<file path="src/rtl/pong_pkg.sv">
// Shared constants for the pong button front end: debounce FSM encoding and
// default debounce / auto-repeat timing at a 100 MHz system clock.
package pong_pkg;

    localparam logic [1:0] ST_IDLE         = 2'd0;
    localparam logic [1:0] ST_WAIT_PRESS   = 2'd1;
    localparam logic [1:0] ST_PRESSED      = 2'd2;
    localparam logic [1:0] ST_WAIT_RELEASE = 2'd3;

    localparam int DB_CYCLES_DEF     = 1_000_000;   // 10 ms
    localparam int REPEAT_DELAY_DEF  = 50_000_000;  // 500 ms
    localparam int REPEAT_PERIOD_DEF = 10_000_000;  // 100 ms

    // Counter width for a count of n cycles, never narrower than one bit.
    function automatic int cnt_width(input int n);
        return (n > 2) ? $clog2(n) : 1;
    endfunction

endpackage

</file>
<file path="src/rtl/btn_channel.sv">
// One push-button channel: 2-flop synchronizer, debounce FSM and auto-repeat
// generator. All outputs are registered; press_next feeds the shared any_press flop.
module btn_channel
    import pong_pkg::*;
#(
    parameter int DB_CYCLES     = DB_CYCLES_DEF,
    parameter int REPEAT_DELAY  = REPEAT_DELAY_DEF,
    parameter int REPEAT_PERIOD = REPEAT_PERIOD_DEF
) (
    input  logic clk,
    input  logic reset,
    input  logic btn_raw,
    input  logic repeat_en,
    output logic btn_level,
    output logic btn_press,
    output logic btn_release,
    output logic press_next
);

    localparam int DB_W    = cnt_width(DB_CYCLES);
    localparam int RPT_MAX = (REPEAT_DELAY > REPEAT_PERIOD) ? REPEAT_DELAY : REPEAT_PERIOD;
    localparam int RPT_W   = cnt_width(RPT_MAX);

    localparam logic [DB_W-1:0]  DB_LAST      = DB_W'(DB_CYCLES - 1);
    localparam logic [RPT_W-1:0] RPT_DLY_LAST = RPT_W'(REPEAT_DELAY - 1);
    localparam logic [RPT_W-1:0] RPT_PER_LAST = RPT_W'(REPEAT_PERIOD - 1);

    logic [1:0]       sync_reg;
    logic [1:0]       state_reg,     state_next;
    logic [DB_W-1:0]  db_cnt_reg,    db_cnt_next;
    logic [RPT_W-1:0] rpt_cnt_reg,   rpt_cnt_next;
    logic             rpt_first_reg, rpt_first_next;
    logic             level_reg,     level_next;
    logic             press_reg;
    logic             release_reg,   release_next;
    logic             sync_in;

    assign sync_in = sync_reg[1];

    always_comb begin
        state_next     = state_reg;
        db_cnt_next    = db_cnt_reg;
        rpt_cnt_next   = rpt_cnt_reg;
        rpt_first_next = rpt_first_reg;
        level_next     = level_reg;
        press_next     = 1'b0;
        release_next   = 1'b0;

        case (state_reg)
            ST_IDLE: begin
                if (sync_in) begin
                    state_next  = ST_WAIT_PRESS;
                    db_cnt_next = '0;
                end
            end
            ST_WAIT_PRESS: begin
                if (!sync_in) begin
                    state_next = ST_IDLE;
                end else if (db_cnt_reg == DB_LAST) begin
                    state_next = ST_PRESSED;
                    level_next = 1'b1;
                    press_next = 1'b1;
                end else begin
                    db_cnt_next = db_cnt_reg + 1'b1;
                end
            end
            ST_PRESSED: begin
                if (!sync_in) begin
                    state_next  = ST_WAIT_RELEASE;
                    db_cnt_next = '0;
                end
            end
            ST_WAIT_RELEASE: begin
                if (sync_in) begin
                    state_next = ST_PRESSED;
                end else if (db_cnt_reg == DB_LAST) begin
                    state_next   = ST_IDLE;
                    level_next   = 1'b0;
                    release_next = 1'b1;
                end else begin
                    db_cnt_next = db_cnt_reg + 1'b1;
                end
            end
            default: state_next = ST_IDLE;
        endcase

        // Repeat timer runs only while the channel stays in PRESSED; the first
        // interval is measured from the original press pulse.
        if (state_reg == ST_PRESSED && sync_in && repeat_en) begin
            if (rpt_cnt_reg == (rpt_first_reg ? RPT_DLY_LAST : RPT_PER_LAST)) begin
                press_next     = 1'b1;
                rpt_cnt_next   = '0;
                rpt_first_next = 1'b0;
            end else begin
                rpt_cnt_next = rpt_cnt_reg + 1'b1;
            end
        end else begin
            rpt_cnt_next   = '0;
            rpt_first_next = 1'b1;
        end
    end

    always_ff @(posedge clk or negedge reset) begin
        if (!reset) begin
            sync_reg      <= '0;
            state_reg     <= ST_IDLE;
            db_cnt_reg    <= '0;
            rpt_cnt_reg   <= '0;
            rpt_first_reg <= 1'b1;
            level_reg     <= 1'b0;
            press_reg     <= 1'b0;
            release_reg   <= 1'b0;
        end else begin
            sync_reg      <= {sync_reg[0], btn_raw};
            state_reg     <= state_next;
            db_cnt_reg    <= db_cnt_next;
            rpt_cnt_reg   <= rpt_cnt_next;
            rpt_first_reg <= rpt_first_next;
            level_reg     <= level_next;
            press_reg     <= press_next;
            release_reg   <= release_next;
        end
    end

    assign btn_level   = level_reg;
    assign btn_press   = press_reg;
    assign btn_release = release_reg;

endmodule

</file>
<file path="src/rtl/btn_conditioner.sv">
// Multi-channel button conditioner: NCH independent debounce/repeat channels
// plus a registered any_press flag aligned with the btn_press pulses.
module btn_conditioner
    import pong_pkg::*;
#(
    parameter int NCH           = 2,
    parameter int DB_CYCLES     = DB_CYCLES_DEF,
    parameter int REPEAT_DELAY  = REPEAT_DELAY_DEF,
    parameter int REPEAT_PERIOD = REPEAT_PERIOD_DEF
) (
    input  logic           clk,
    input  logic           reset,
    input  logic [NCH-1:0] btn_raw,
    input  logic           repeat_en,
    output logic [NCH-1:0] btn_level,
    output logic [NCH-1:0] btn_press,
    output logic [NCH-1:0] btn_release,
    output logic           any_press
);

    logic [NCH-1:0] press_next;
    logic           any_press_reg;

    generate
        for (genvar gi = 0; gi < NCH; gi++) begin : g_ch
            btn_channel #(
                .DB_CYCLES     (DB_CYCLES),
                .REPEAT_DELAY  (REPEAT_DELAY),
                .REPEAT_PERIOD (REPEAT_PERIOD)
            ) u_ch (
                .clk         (clk),
                .reset       (reset),
                .btn_raw     (btn_raw[gi]),
                .repeat_en   (repeat_en),
                .btn_level   (btn_level[gi]),
                .btn_press   (btn_press[gi]),
                .btn_release (btn_release[gi]),
                .press_next  (press_next[gi])
            );
        end
    endgenerate

    // Registered from the channels' next-press terms so it lines up with btn_press.
    always_ff @(posedge clk or negedge reset) begin
        if (!reset) begin
            any_press_reg <= 1'b0;
        end else begin
            any_press_reg <= |press_next;
        end
    end

    assign any_press = any_press_reg;

endmodule

</file>
<file path="config.mk">
export PLATFORM = sky130hd
export DESIGN_NAME = btn_conditioner
export DESIGN_NICKNAME = d
export VERILOG_FILES = /design/src/rtl/pong_pkg.sv /design/src/rtl/btn_channel.sv /design/src/rtl/btn_conditioner.sv
export SDC_FILE = /design/constraint.sdc
export NUM_CORES = 1
export LEC_CHECK = 0
export CAP_MARGIN = 20
export CORE_MARGIN = 2
export CORE_UTILIZATION = 35
export CTS_BUF_LIST = sky130_fd_sc_hd__clkbuf_4 sky130_fd_sc_hd__clkbuf_8 sky130_fd_sc_hd__clkbuf_16
export DETAILED_ROUTE_END_ITERATION = 7
export HOLD_SLACK_MARGIN = 0.1
export REMOVE_ABC_BUFFERS = 1
export SLEW_MARGIN = 0
export SYNTH_ARGS = -nofsm -noshare
export SYNTH_HDL_FRONTEND = slang
export SYNTH_SLANG_ARGS = --single-unit
</file>
<file path="constraint.sdc">
create_clock -name clk -period 3.3 [get_ports clk]
set_input_delay 0.99 -clock clk [delete_from_list [all_inputs] [get_ports clk]]
set_output_delay 0.99 -clock clk [all_outputs]
set_load 0.01 [all_outputs]
</file>
* Word level (Yosys, flattened, before mapping)
Cells that the tools add are included.
Storage, ports and cells: flip-flop bits (word level) 109, bits of input ports 5, output and inout bits 7, logic and storage cells 124
Operators by class: add/sub/neg operators 4, equality and inequality tests 28, multiplexer cells 60, reduce and logical (&&, ||, !) cells 15
Operator list (count):
- two-way mux 20 bit | 10
- one-hot mux 20 bit (4 select lines) | 2
- two-way mux 26 bit | 6
- adder 26 x 1 -> 26 bit, second input constant | 2
- equality test 26 bit | 2
- adder 20 x 1 -> 20 bit, second input constant | 2
- equality test 20 bit, second input constant | 2
- two-way mux 1 bit | 26
- two-way mux 2 bit | 12
- != test 2 x 1 -> 1 bit, second input constant | 8
- one-hot mux 2 bit (4 select lines) | 2
- AND reduction 4 bit | 4
- != test 2 bit, second input constant | 6
- AND reduction 5 bit | 2
- equality test 2 bit, second input constant | 4
- != test 3 x 1 -> 1 bit, second input constant | 2
- != test 3 bit, second input constant | 2
- equality test 2 x 1 -> 1 bit, second input constant | 2
- logical AND 1 bit | 4
- zero test 2 bit | 2
- one-hot mux 1 bit (2 select lines) | 2
- nonzero test 2 bit | 2
- OR reduction 2 bit | 1

* Logic depth before layout (Yosys ltp)
Gate-level depths: netlist (run 1).
word-level depth 7, gate-level depth with buffers 9, mapped depth without buffers 6

* Modules after synthesis
Synthesis (run 1) repeated with hierarchy kept, for this count alone.
Second synthesis, totals: cells, all modules 586, area, all modules 5708.0 um^2
Modules (own cells, without submodules):
- btn_channel at g_ch[0].u_ch | times used 1, cells each 295, area an instance 2892.8 um^2
- btn_channel at g_ch[1].u_ch | times used 1, cells each 289, area an instance 2783.9 um^2
- btn_conditioner | times used 1, cells each 2, area an instance 31.3 um^2

* Least setup slack after synthesis (run 1)
Ideal clock, no wire load.
path type register to register, start register g_ch[1].u_ch.db_cnt_reg[0], end register g_ch[1].u_ch.db_cnt_reg[0], setup time 121 ps, data arrival time 1941 ps, data required time 3179 ps, slack 1238 ps, stages on the path, launching flop included 7, cells stage by stage dfrtp_1 ha_1 nand4_1 nor4_2 buf_4 mux2_2 a22o_1
On the way: cells in the longest elaborated chain, start to end 4, elaborated cells on any way between the ends 6
Ends and longest elaborated chain:
- start: declaration | line btn_channel.sv:30 | logic [DB_W-1:0] db_cnt_reg, db_cnt_next;
- start signal: assignment | line btn_channel.sv:116 | db_cnt_reg <= db_cnt_next;
- adder 20 x 1 -> 20 bit / equality test 20 bit (equally long branches)
- two-way mux 20 bit * | line btn_channel.sv:59, btn_channel.sv:76
- two-way mux 20 bit, on equally long branches | line btn_channel.sv:74, btn_channel.sv:57
- one-hot mux 20 bit (4 select lines) * | line btn_channel.sv:49 | case (state_reg)
Mark *: on every way between the ends. The rest lies on a longest branch, timed or not. The select of a mux whose other input is x is not followed. A chain may end at the register's enable or synchronous reset.

* Worst setup path after layout (run 1)
start register g_ch[0].u_ch.rpt_cnt_reg[8], end register g_ch[0].u_ch.rpt_cnt_reg[21]
On the way: cells in the longest elaborated chain, start to end 3, elaborated cells on any way between the ends 4
Ends and longest elaborated chain:
- start: declaration | line btn_channel.sv:31 | logic [RPT_W-1:0] rpt_cnt_reg, rpt_cnt_next;
- start signal: assignment | line btn_channel.sv:117 | rpt_cnt_reg <= rpt_cnt_next;
- adder 26 x 1 -> 26 bit / equality test 26 bit (equally long branches) | line btn_channel.sv:95, btn_channel.sv:90
- two-way mux 26 bit * | line btn_channel.sv:90 | if (rpt_cnt_reg == (rpt_first_reg ? RPT_DLY_LAST : RPT_PER_LAST)) begin
- two-way mux 26 bit * | line btn_channel.sv:89 | if (state_reg == ST_PRESSED && sync_in && repeat_en) begin
- via g_ch[0].u_ch.rpt_cnt_next[21] | line btn_channel.sv:31
Mark *: on every way through the listed nets, which the timed path passes. The rest lies on a longest branch.

==> results of run 1 <==
cell type report:
type                    instances  area, µm²  area share (%)
multi-input cells             444       2810           43.90
flip-flops and latches        109       2730           42.65
well taps                     220      275.3           4.300
clock buffers                  13      261.5           4.085
repair buffers                 23      210.2           3.284
clock inverters                 3      68.82           1.075
inverters                      12      45.04          0.7037
metrics by stage:
stage | hold slack, ns | instance area, µm² | setup WS, ns | util, % | cells
3_5_place_dp | 0.3358 | 6063 | 0.5423 | 36.96 | 807
3_3_place_gp | 0.3326 | 6063 | 0.6430 | 36.96 | 807
4_1_cts | 0.3516 | 6394 | 0.6809 | 38.97 | 823
5_1_grt | 0.3527 | 6401 | 0.4654 | 39.01 | 824
2_1_floorplan | 0.3312 | 5585 | 0.8240 | - | 565
6_report | 0.3487 | 6401 | 0.6826 | 39.01 | 824
worst max-delay path: stages (launching register included):
cell	delay [ns]
dfrtp_1	0.42
or4_1	0.51
nor4b_1	0.36
o2111ai_1	0.26
nand2b_1	0.75
nor2_1	0.15
worst max path at each step:
| stage | end | slack, ns | depth (start not counted) |
|---|---|---|---|
| floorplan | g_ch[1].u_ch.db_cnt_reg[0] | 0.82 | 5 |
| global placement | g_ch[0].u_ch.rpt_cnt_reg[1] | 0.64 | 4 |
| detailed placement | g_ch[0].u_ch.rpt_cnt_reg[21] | 0.54 | 4 |
| CTS | g_ch[0].u_ch.rpt_cnt_reg[21] | 0.68 | 5 |
| global route | g_ch[0].u_ch.rpt_cnt_reg[21] | 0.47 | 5 |
| finish | g_ch[0].u_ch.rpt_cnt_reg[21] | 0.68 | 5 |
metal layers:
layer	up-vias	part of all wire, %
met3	16	4.5
met5	-	0
met1	2230	46
li1	2160	-
met4	0	1.3
met2	85	49
where the power goes:
group,switching (mW),leakage [nW],internal [mW]
clock network,0.480,0.164,0.713
logic,0.0786,0.897,0.0512
registers,0.0441,1.50,1.37
placed cells by master, fill, tap and decap left out, types with 11 or more instances in the layout:
cell,n
and3_1,16
buf_4,12
dfrtp_1,107
inv_1,12
nand2_1,58
nand3_1,43
nand4_1,20
nor2_1,77
nor3_1,11
o21ai_0,19
xnor2_1,11
xor2_1,42
cells by family (layout without fill, tap and decap cells):
family,Yosys count,count (layout)
AO/OA/AOI/OAI,84,84
XOR/XNOR,53,53
adder cells (fa/ha/maj),4,4
buffers and inverters,48,51
flip-flops,109,109
multiplexers,10,10
AND/OR/NAND/NOR,293,293
==> flow_summary.ini, run 1 <==
[synthesis]
synth-simple-area-share_pct = 27.01
synth_top_area_cell = dfrtp_1
avgSynthCellArea_um2 = 9.649
synth-compound-area-share_pct = 10.81
yosysMostFrequentCell = dfrtp_1
synth_edf_count = 0
netlist.area_leader.share_pct = 46.17
synth_area_leaders = dfrtp_1 46%, xor2_1 6.3%, nor2_1 5.0%
synthDistinctLibCells = 64
ys_ff_latch = 109
ys_seq_area_share_pct = 47.08
synth_fa_ha_area_share_pct = 0.8630
synthFlopType = dfrtp_1
ys_async_sr_fraction_pct = 100.0
synthesis.area_mm2 = 0.005799
syn_inst = 601
synth_mux_area_share_pct = 1.769
synth_xor_area_share_pct = 8.004
yosys-top-cells-count = 107 x dfrtp_1, 77 x nor2_1, 58 x nand2_1, 43 x nand3_1, 42 x xor2_1
synth_top_family_by_area = simple AND/OR/NAND/NOR gates
ys_warn_count = 0

[cts]
cts.clk_slew.worst_paths_ns = 0.07
post_cts_resize_count = 0
clk_latency_ns = 0.35
h-tree-depth = 3
root_buffer = clkbuf_16
ctsHoldBuffers = 0
cts_tree = built
cts_setup_buffers = 0
cts_buffer_depth = 2
clkSinkCount = 109
cts_buffers = 9

[global_routing]
grt_use_met2_pct = 23.26
grt_start_max_net_pins = 63
grt_use_met1_pct = 18.37
grt_pass1_vias = 4199
busiest_layer = met2
grtUsageTotal_pct = 14.04
use_met3_pct = 3.525
overflow = 0
grt_pass1_wl_mm = 20.28
antenna_found_initial = 0

[power_and_ir_drop]
finalPower_mw = 2.733
power.density_mw_per_mm2 = 427.0
ir_drop_mv = 0.2556
p_leak_nw = 2.557

[worst_hold_path]
min_from = g_ch[0].u_ch.sync_reg[0]
holdPathStages = 0
min_path_type = flip-flop to flip-flop
min_to = g_ch[0].u_ch.sync_reg[1]

[setup_path]
cp_data_arrival_time_ns = 2.81
end_kind = flip-flop
startpoint_type = flip-flop
worstReg2RegEnd = g_ch[0].u_ch.rpt_cnt_reg[21]
crit_required_ns = 3.49
setup.worst_path.start = g_ch[0].u_ch.rpt_cnt_reg[8]
regToRegStartpoint = g_ch[0].u_ch.rpt_cnt_reg[8]
rr_worst_depth = 5
critical_path_peak_fanout = 25
worstSetupPathType = flip-flop to flip-flop
ff2ff_setup_slack_ns = 0.68

[timing]
fin_crit_sh_pct = 79.32
worst_pin_slew_ns = 0.9593
setup_viol = 0
finalHoldViolations = 0
min_period_ns = 2.617
rsz0062_at_grt = false
final_max_slew_viol_count = 0
fin_skew_ns = 0.007213
max-slew-margin-rel_pct = 36.04
tns_ns = 0
max_freq_mhz = 382.1

[floorplan]
core_mm2 = 0.01641
die_y_um = 132.7
num_rows = 47
dieArea_mm2 = 0.01761
ios = 12
initial_core_util_pct = 35.35
die_w_um = 132.7

[final_layout]
nNetsFinal = 608
antenna_cells = 0
area_growth_syn_to_layout_pct = 10.38
drive_gt1_share_pct = 8.278
fillerInstances = 1573
largest_reg_flops = 52

[routing]
vias = 4491
wl_per_cell_um = 14.48
dr.pass1.iters = 4
final_antenna_net_count = 0
drt_iter0_drc = 419
vias_per_cell = 5.450
drc = 0
wirelength_mm = 11.94

[place]
dp_hpwl_mm = 7.953
numPortBuffers = 11
gp_congestion = 0.7761

[outcome]
outcome = complete, no violations

[run]
maxCapViolCount = 0
(Power assumes the default switching activity.)
==> run 2, diff against run 1 <==
Clock period 3.3 ns to 2.6 ns, I/O delays scaled along.
==> run 2 against run 1 <==
Routed wire length is 0.78% lower. Sequential share of layout area is 0.058 points higher. Setup slack worse by 0.40 ns. Flip-flop and latch count stayed put. First-iteration DRC count is 19% lower. Cell area is 0.14% lower. Sequential power is 27% higher. Core utilization is 0.053 points lower. Clock skew hardly changed. Count of clock-buffer cells in the layout is 2 lower. Register-to-register slack worse by 0.40 ns. Clock power is 10% higher. Critical path type unchanged. Highest routed layer unchanged.
==> flow_summary.ini, run 2 (same netlist as run 1, synthesis figures left out) <==
[cts]
cts_setup_buffers = 0
ctsHoldBuffers = 0
h-tree-depth = 3
clkSinkCount = 109
clk_latency_ns = 0.36
cts_buffers = 9
cts.clk_slew.worst_paths_ns = 0.07
root_buffer = clkbuf_16
cts_buffer_depth = 2
post_cts_resize_count = 0
cts_tree = built

[timing]
final_max_slew_viol_count = 0
timing.final.ws_setup_ns = 0.2800
max_freq_mhz = 431.0
setup_viol = 0
fin_skew_ns = 0.007281
tns_ns = 0
fin_crit_sh_pct = 89.23
worst_pin_slew_ns = 0.6751
rsz0062_at_grt = false
min_period_ns = 2.320
max-slew-margin-rel_pct = 54.99
finalHoldViolations = 0

[setup_path]
critical_path_peak_fanout = 20
worstSetupPathType = flip-flop to flip-flop
rr_worst_depth = 6
ff2ff_setup_slack_ns = 0.28
cp_data_arrival_time_ns = 2.56
crit_required_ns = 2.84
regToRegStartpoint = g_ch[0].u_ch.db_cnt_reg[0]
worstReg2RegEnd = g_ch[0].u_ch.db_cnt_reg[14]
end_kind = flip-flop
startpoint_type = flip-flop

[final_layout]
largest_reg_flops = 52
drive_gt1_share_pct = 9.180
antenna_cells = 0
nNetsFinal = 614
mostFrequentLayoutCells = 107 x dfrtp_1, 77 x nor2_1, 58 x nand2_1
final_common_cell = dfrtp_1
fin_cells = 830
area_growth_syn_to_layout_pct = 10.23

[power_and_ir_drop]
p_clk_share_pct = 40.0
power.density_mw_per_mm2 = 510.2
p_sw_share_pct = 24.15
ir_drop_mv = 0.3074
p_leak_nw = 2.551
p_switching_mw = 0.7876
pwr-share-seq_pct = 54.9
p_int_mw = 2.474
p_comb_share_pct = 5.0

[routing]
drc = 0
drt_iter0_drc = 340
wirelength_mm = 11.84
vias = 4407
dr.pass1.iters = 4
vias_per_cell = 5.310
final_antenna_net_count = 0
wl_per_cell_um = 14.27

[global_routing]
grt_start_max_net_pins = 62
grt_pass1_vias = 4308
grt_use_met1_pct = 18.49
overflow = 0
use_met3_pct = 2.720
busiest_layer = met2
grt_pass1_wl_mm = 20.54
grtUsageTotal_pct = 14.08
antenna_found_initial = 0
grt_use_met2_pct = 23.55

[run]
maxCapViolCount = 0

[place]
numPortBuffers = 11
gp_congestion = 0.7850
dpl_worst_slack_ns = 0.2882
dp_cells = 813
dp_hpwl_mm = 8.033

[floorplan]
die_y_um = 132.7
dieArea_mm2 = 0.01761
core_mm2 = 0.01641
num_rows = 47
die_w_um = 132.7
ios = 12
initial_core_util_pct = 35.35

[outcome]
outcome = complete, no violations

[worst_hold_path]
min_path_type = input pin to async pin
## run 2: cell types whose count changed in the layout (fill, tap and decap cells not counted)
cell | before | now
clkbuf_4 | 3 | 2
clkinvlp_4 | 0 | 3
bufinv_16 | 2 | 0
buf_4 | 12 | 18
clkinv_4 | 1 | 0
clkinv_2 | 0 | 1
inv_6 | 0 | 1
clkbuf_8 | 1 | 0
## run 2: metrics by stage
step                hold slack [ns]  power [mW]  utilization (%)  cell area [µm²]
floorplan                    0.3312       1.902                -             5585
global placement             0.3342       1.983            37.23             6108
detailed placement           0.3378       1.991            37.23             6108
CTS                          0.2647       3.314            38.92             6385
global route                 0.2693       3.411            38.96             6392
finish                       0.2698       3.261            38.96             6392
## run 2: worst max-delay path by stage
stage | end | slack, ns | startpoint | depth (start not counted)
floorplan | g_ch[1].u_ch.db_cnt_reg[0] | 0.12 | g_ch[1].u_ch.db_cnt_reg[0] | 5
global placement | g_ch[1].u_ch.rpt_cnt_reg[14] | 0.38 | g_ch[1].u_ch.rpt_cnt_reg[11] | 6
CTS | g_ch[0].u_ch.db_cnt_reg[14] | 0.29 | g_ch[0].u_ch.db_cnt_reg[0] | 6
detailed placement | g_ch[0].u_ch.db_cnt_reg[14] | 0.29 | g_ch[0].u_ch.db_cnt_reg[0] | 6
global route | g_ch[0].u_ch.db_cnt_reg[15] | 0.09 | g_ch[0].u_ch.db_cnt_reg[0] | 6
finish | g_ch[0].u_ch.db_cnt_reg[14] | 0.28 | g_ch[0].u_ch.db_cnt_reg[0] | 6
## run 2: critical path, cell delays in order (launching register included)
cell	delay (ns)
dfrtp_1	0.43
ha_1	0.24
nand2_1	0.08
or3_1	0.44
o211a_1	0.48
and3_1	0.28
a221o_1	0.25
## run 2: final cells by class
| class | count | area (µm²) |
|---|---|---|
| fill | 1597 | 10010 |
| inverter | 12 | 45.04 |
| tap | 220 | 275.3 |
| clock inverter | 5 | 36.28 |
| sequential | 109 | 2730 |
| timing repair buffer | 29 | 255.2 |
| clock buffer | 11 | 240.2 |
| multi-input combinational | 444 | 2810 |
## run 2: power by group through the flow
stage	Clock (mW)	Sequential (mW)	Combinational, mW
detailed placement	0	1.82	0.167
CTS	1.36	1.79	0.169
global placement	0	1.82	0.162
global route	1.42	1.80	0.190
floorplan	0	1.81	0.0909
finish	1.31	1.79	0.164
## run 2: metal layers
layer  up-vias  share of wire (%)
met3         6                2.7
met5         -                  0
met2        57                 49
li1       2174                  -
met1      2170                 48
met4         0               0.41
==> run 3, diff against run 2 <==
Settings changed: CAP_MARGIN 20 to unset.
==> run 3 against run 2 <==
Clock skew is 0.00087 ns lower. Cell area fell by 0.12%. Combinational power about the same. Via count up 0.23%. Sequential share of layout area is 0.050 points higher. Critical path depth is the same. Clock power is essentially flat. Power about the same. First-iteration DRC count is 13% lower. Hold slack got worse by 0.00071 ns. Critical endpoint unchanged.
==> flow_summary.ini, run 3 (same netlist as run 1, synthesis figures left out) <==
[routing]
vias = 4417
vias_per_cell = 5.328
dr.pass1.iters = 5
drc = 0
final_antenna_net_count = 0
drt_iter0_drc = 295
wirelength_mm = 11.81
wl_per_cell_um = 14.25

[final_layout]
drive_gt1_share_pct = 9.031
area_growth_syn_to_layout_pct = 10.10
largest_reg_flops = 52
antenna_cells = 0
nNetsFinal = 613
final_common_cell = dfrtp_1
mostFrequentLayoutCells = 107 x dfrtp_1, 77 x nor2_1, 58 x nand2_1
fillerInstances = 1598

[global_routing]
grtUsageTotal_pct = 14.08
use_met3_pct = 2.720
busiest_layer = met2
overflow = 0
grt_start_max_net_pins = 62
grt_pass1_wl_mm = 20.54
grt_use_met2_pct = 23.55
grt_pass1_vias = 4308
grt_use_met1_pct = 18.49
antenna_found_initial = 0

[cts]
h-tree-depth = 3
cts_buffers = 9
clkSinkCount = 109
ctsHoldBuffers = 0
cts.clk_slew.worst_paths_ns = 0.07
cts_setup_buffers = 0
root_buffer = clkbuf_16
clk_latency_ns = 0.36
post_cts_resize_count = 0
cts_buffer_depth = 2
cts_tree = built

[timing]
rsz0062_at_grt = false
fin_skew_ns = 0.006415
finalHoldViolations = 0
min_period_ns = 2.320
max_freq_mhz = 431.0
timing.final.ws_setup_ns = 0.2798
fin_crit_sh_pct = 89.24
tns_ns = 0
final_max_slew_viol_count = 0
max-slew-margin-rel_pct = 20.47
worst_pin_slew_ns = 1.184
setup_viol = 0

[run]
maxCapViolCount = 0

[setup_path]
setup.worst_path.start = g_ch[0].u_ch.db_cnt_reg[0]
regToRegStartpoint = g_ch[0].u_ch.db_cnt_reg[0]
worstSetupPathType = flip-flop to flip-flop
path_cells = ha_1, nand2_1, or3_1, o211a_1, and3_1, a221o_1
cp_data_arrival_time_ns = 2.56
end_kind = flip-flop
cp_slowest_stage_delay_ns = 0.48
crit_required_ns = 2.84
critical_path_peak_fanout = 20
cp_slowest_cell = o211a_1
startpoint_type = flip-flop

[place]
dpl_worst_slack_ns = 0.2882
numPortBuffers = 11
dp_hpwl_mm = 8.033
gp_congestion = 0.7850

[worst_hold_path]
min_path_type = input pin to async pin

[floorplan]
initial_core_util_pct = 35.35
die_w_um = 132.7
core_mm2 = 0.01641
ios = 12
die_y_um = 132.7
dieArea_mm2 = 0.01761
num_rows = 47

[outcome]
outcome = complete, no violations

[power_and_ir_drop]
p_leak_nw = 2.546
power.density_mw_per_mm2 = 511.1
ir_drop_mv = 0.3089
## run 3: cell types whose count changed in the layout (fill, tap and decap cells not counted), sizes merged
| cell | change |
|---|---|
| buf | -1 |
## run 3: layout make-up
type | count | area (µm²) | share of cell area (%)
Timing Repair Buffer | 28 | 247.7 | 3.880
Clock buffer | 11 | 240.2 | 3.762
Tap cell | 220 | 275.3 | 4.311
Inverter | 12 | 45.04 | 0.7055
Sequential cell | 109 | 2730 | 42.76
Multi-Input combinational cell | 444 | 2810 | 44.01
Clock inverter | 5 | 36.28 | 0.5683
## run 3: worst paths after layout
check                                                to  slack [ns]  cells past startpoint
setup / recovery            g_ch[0].u_ch.db_cnt_reg[14]        0.28                      6
hold / removal             g_ch[1].u_ch.rpt_cnt_reg[15]        0.27                      1
min in group clk               g_ch[0].u_ch.sync_reg[1]        0.35                      0
max in group asynchronous    g_ch[0].u_ch.db_cnt_reg[2]        1.62                      2
hold reg to reg                g_ch[0].u_ch.sync_reg[1]        0.35                      0
setup reg to reg            g_ch[0].u_ch.db_cnt_reg[14]        0.28                      6
## run 3: routing by layer
layer	vias to the layer above	share of wire [%]	wire, µm
met3	13	2.6	305
met2	55	49	5746
li1	2174	-	-
met1	2175	47	5601
met4	0	1.3	156
met5	-	0	0
## run 3: where the power goes
| group | internal (mW) | switching, mW |
|---|---|---|
| clock network | 0.674 | 0.636 |
| registers | 1.73 | 0.0573 |
| logic | 0.0652 | 0.0973 |
| total | 2.47 | 0.791 |
## run 3: critical path, delay by kind of cell (launching register included)
kind | cells | cell delay [ns]
fa+ha+maj | 1 | 0.24
compound gates | 2 | 0.73
flops | 1 | 0.43
simple gates | 3 | 0.80
## run 3: per-stage QoR
step           instances  total power, mW  utilization [%]  area, µm²  hold slack (ns)
6_report             829            3.263            38.92       6385           0.2691
5_1_grt              829            3.409            38.92       6385           0.2693
4_1_cts              829            3.314            38.92       6385           0.2647
3_5_place_dp         813            1.991            37.23       6108           0.3378
3_3_place_gp         813            1.983            37.23       6108           0.3342
2_1_floorplan        565            1.902                -       5585           0.3312
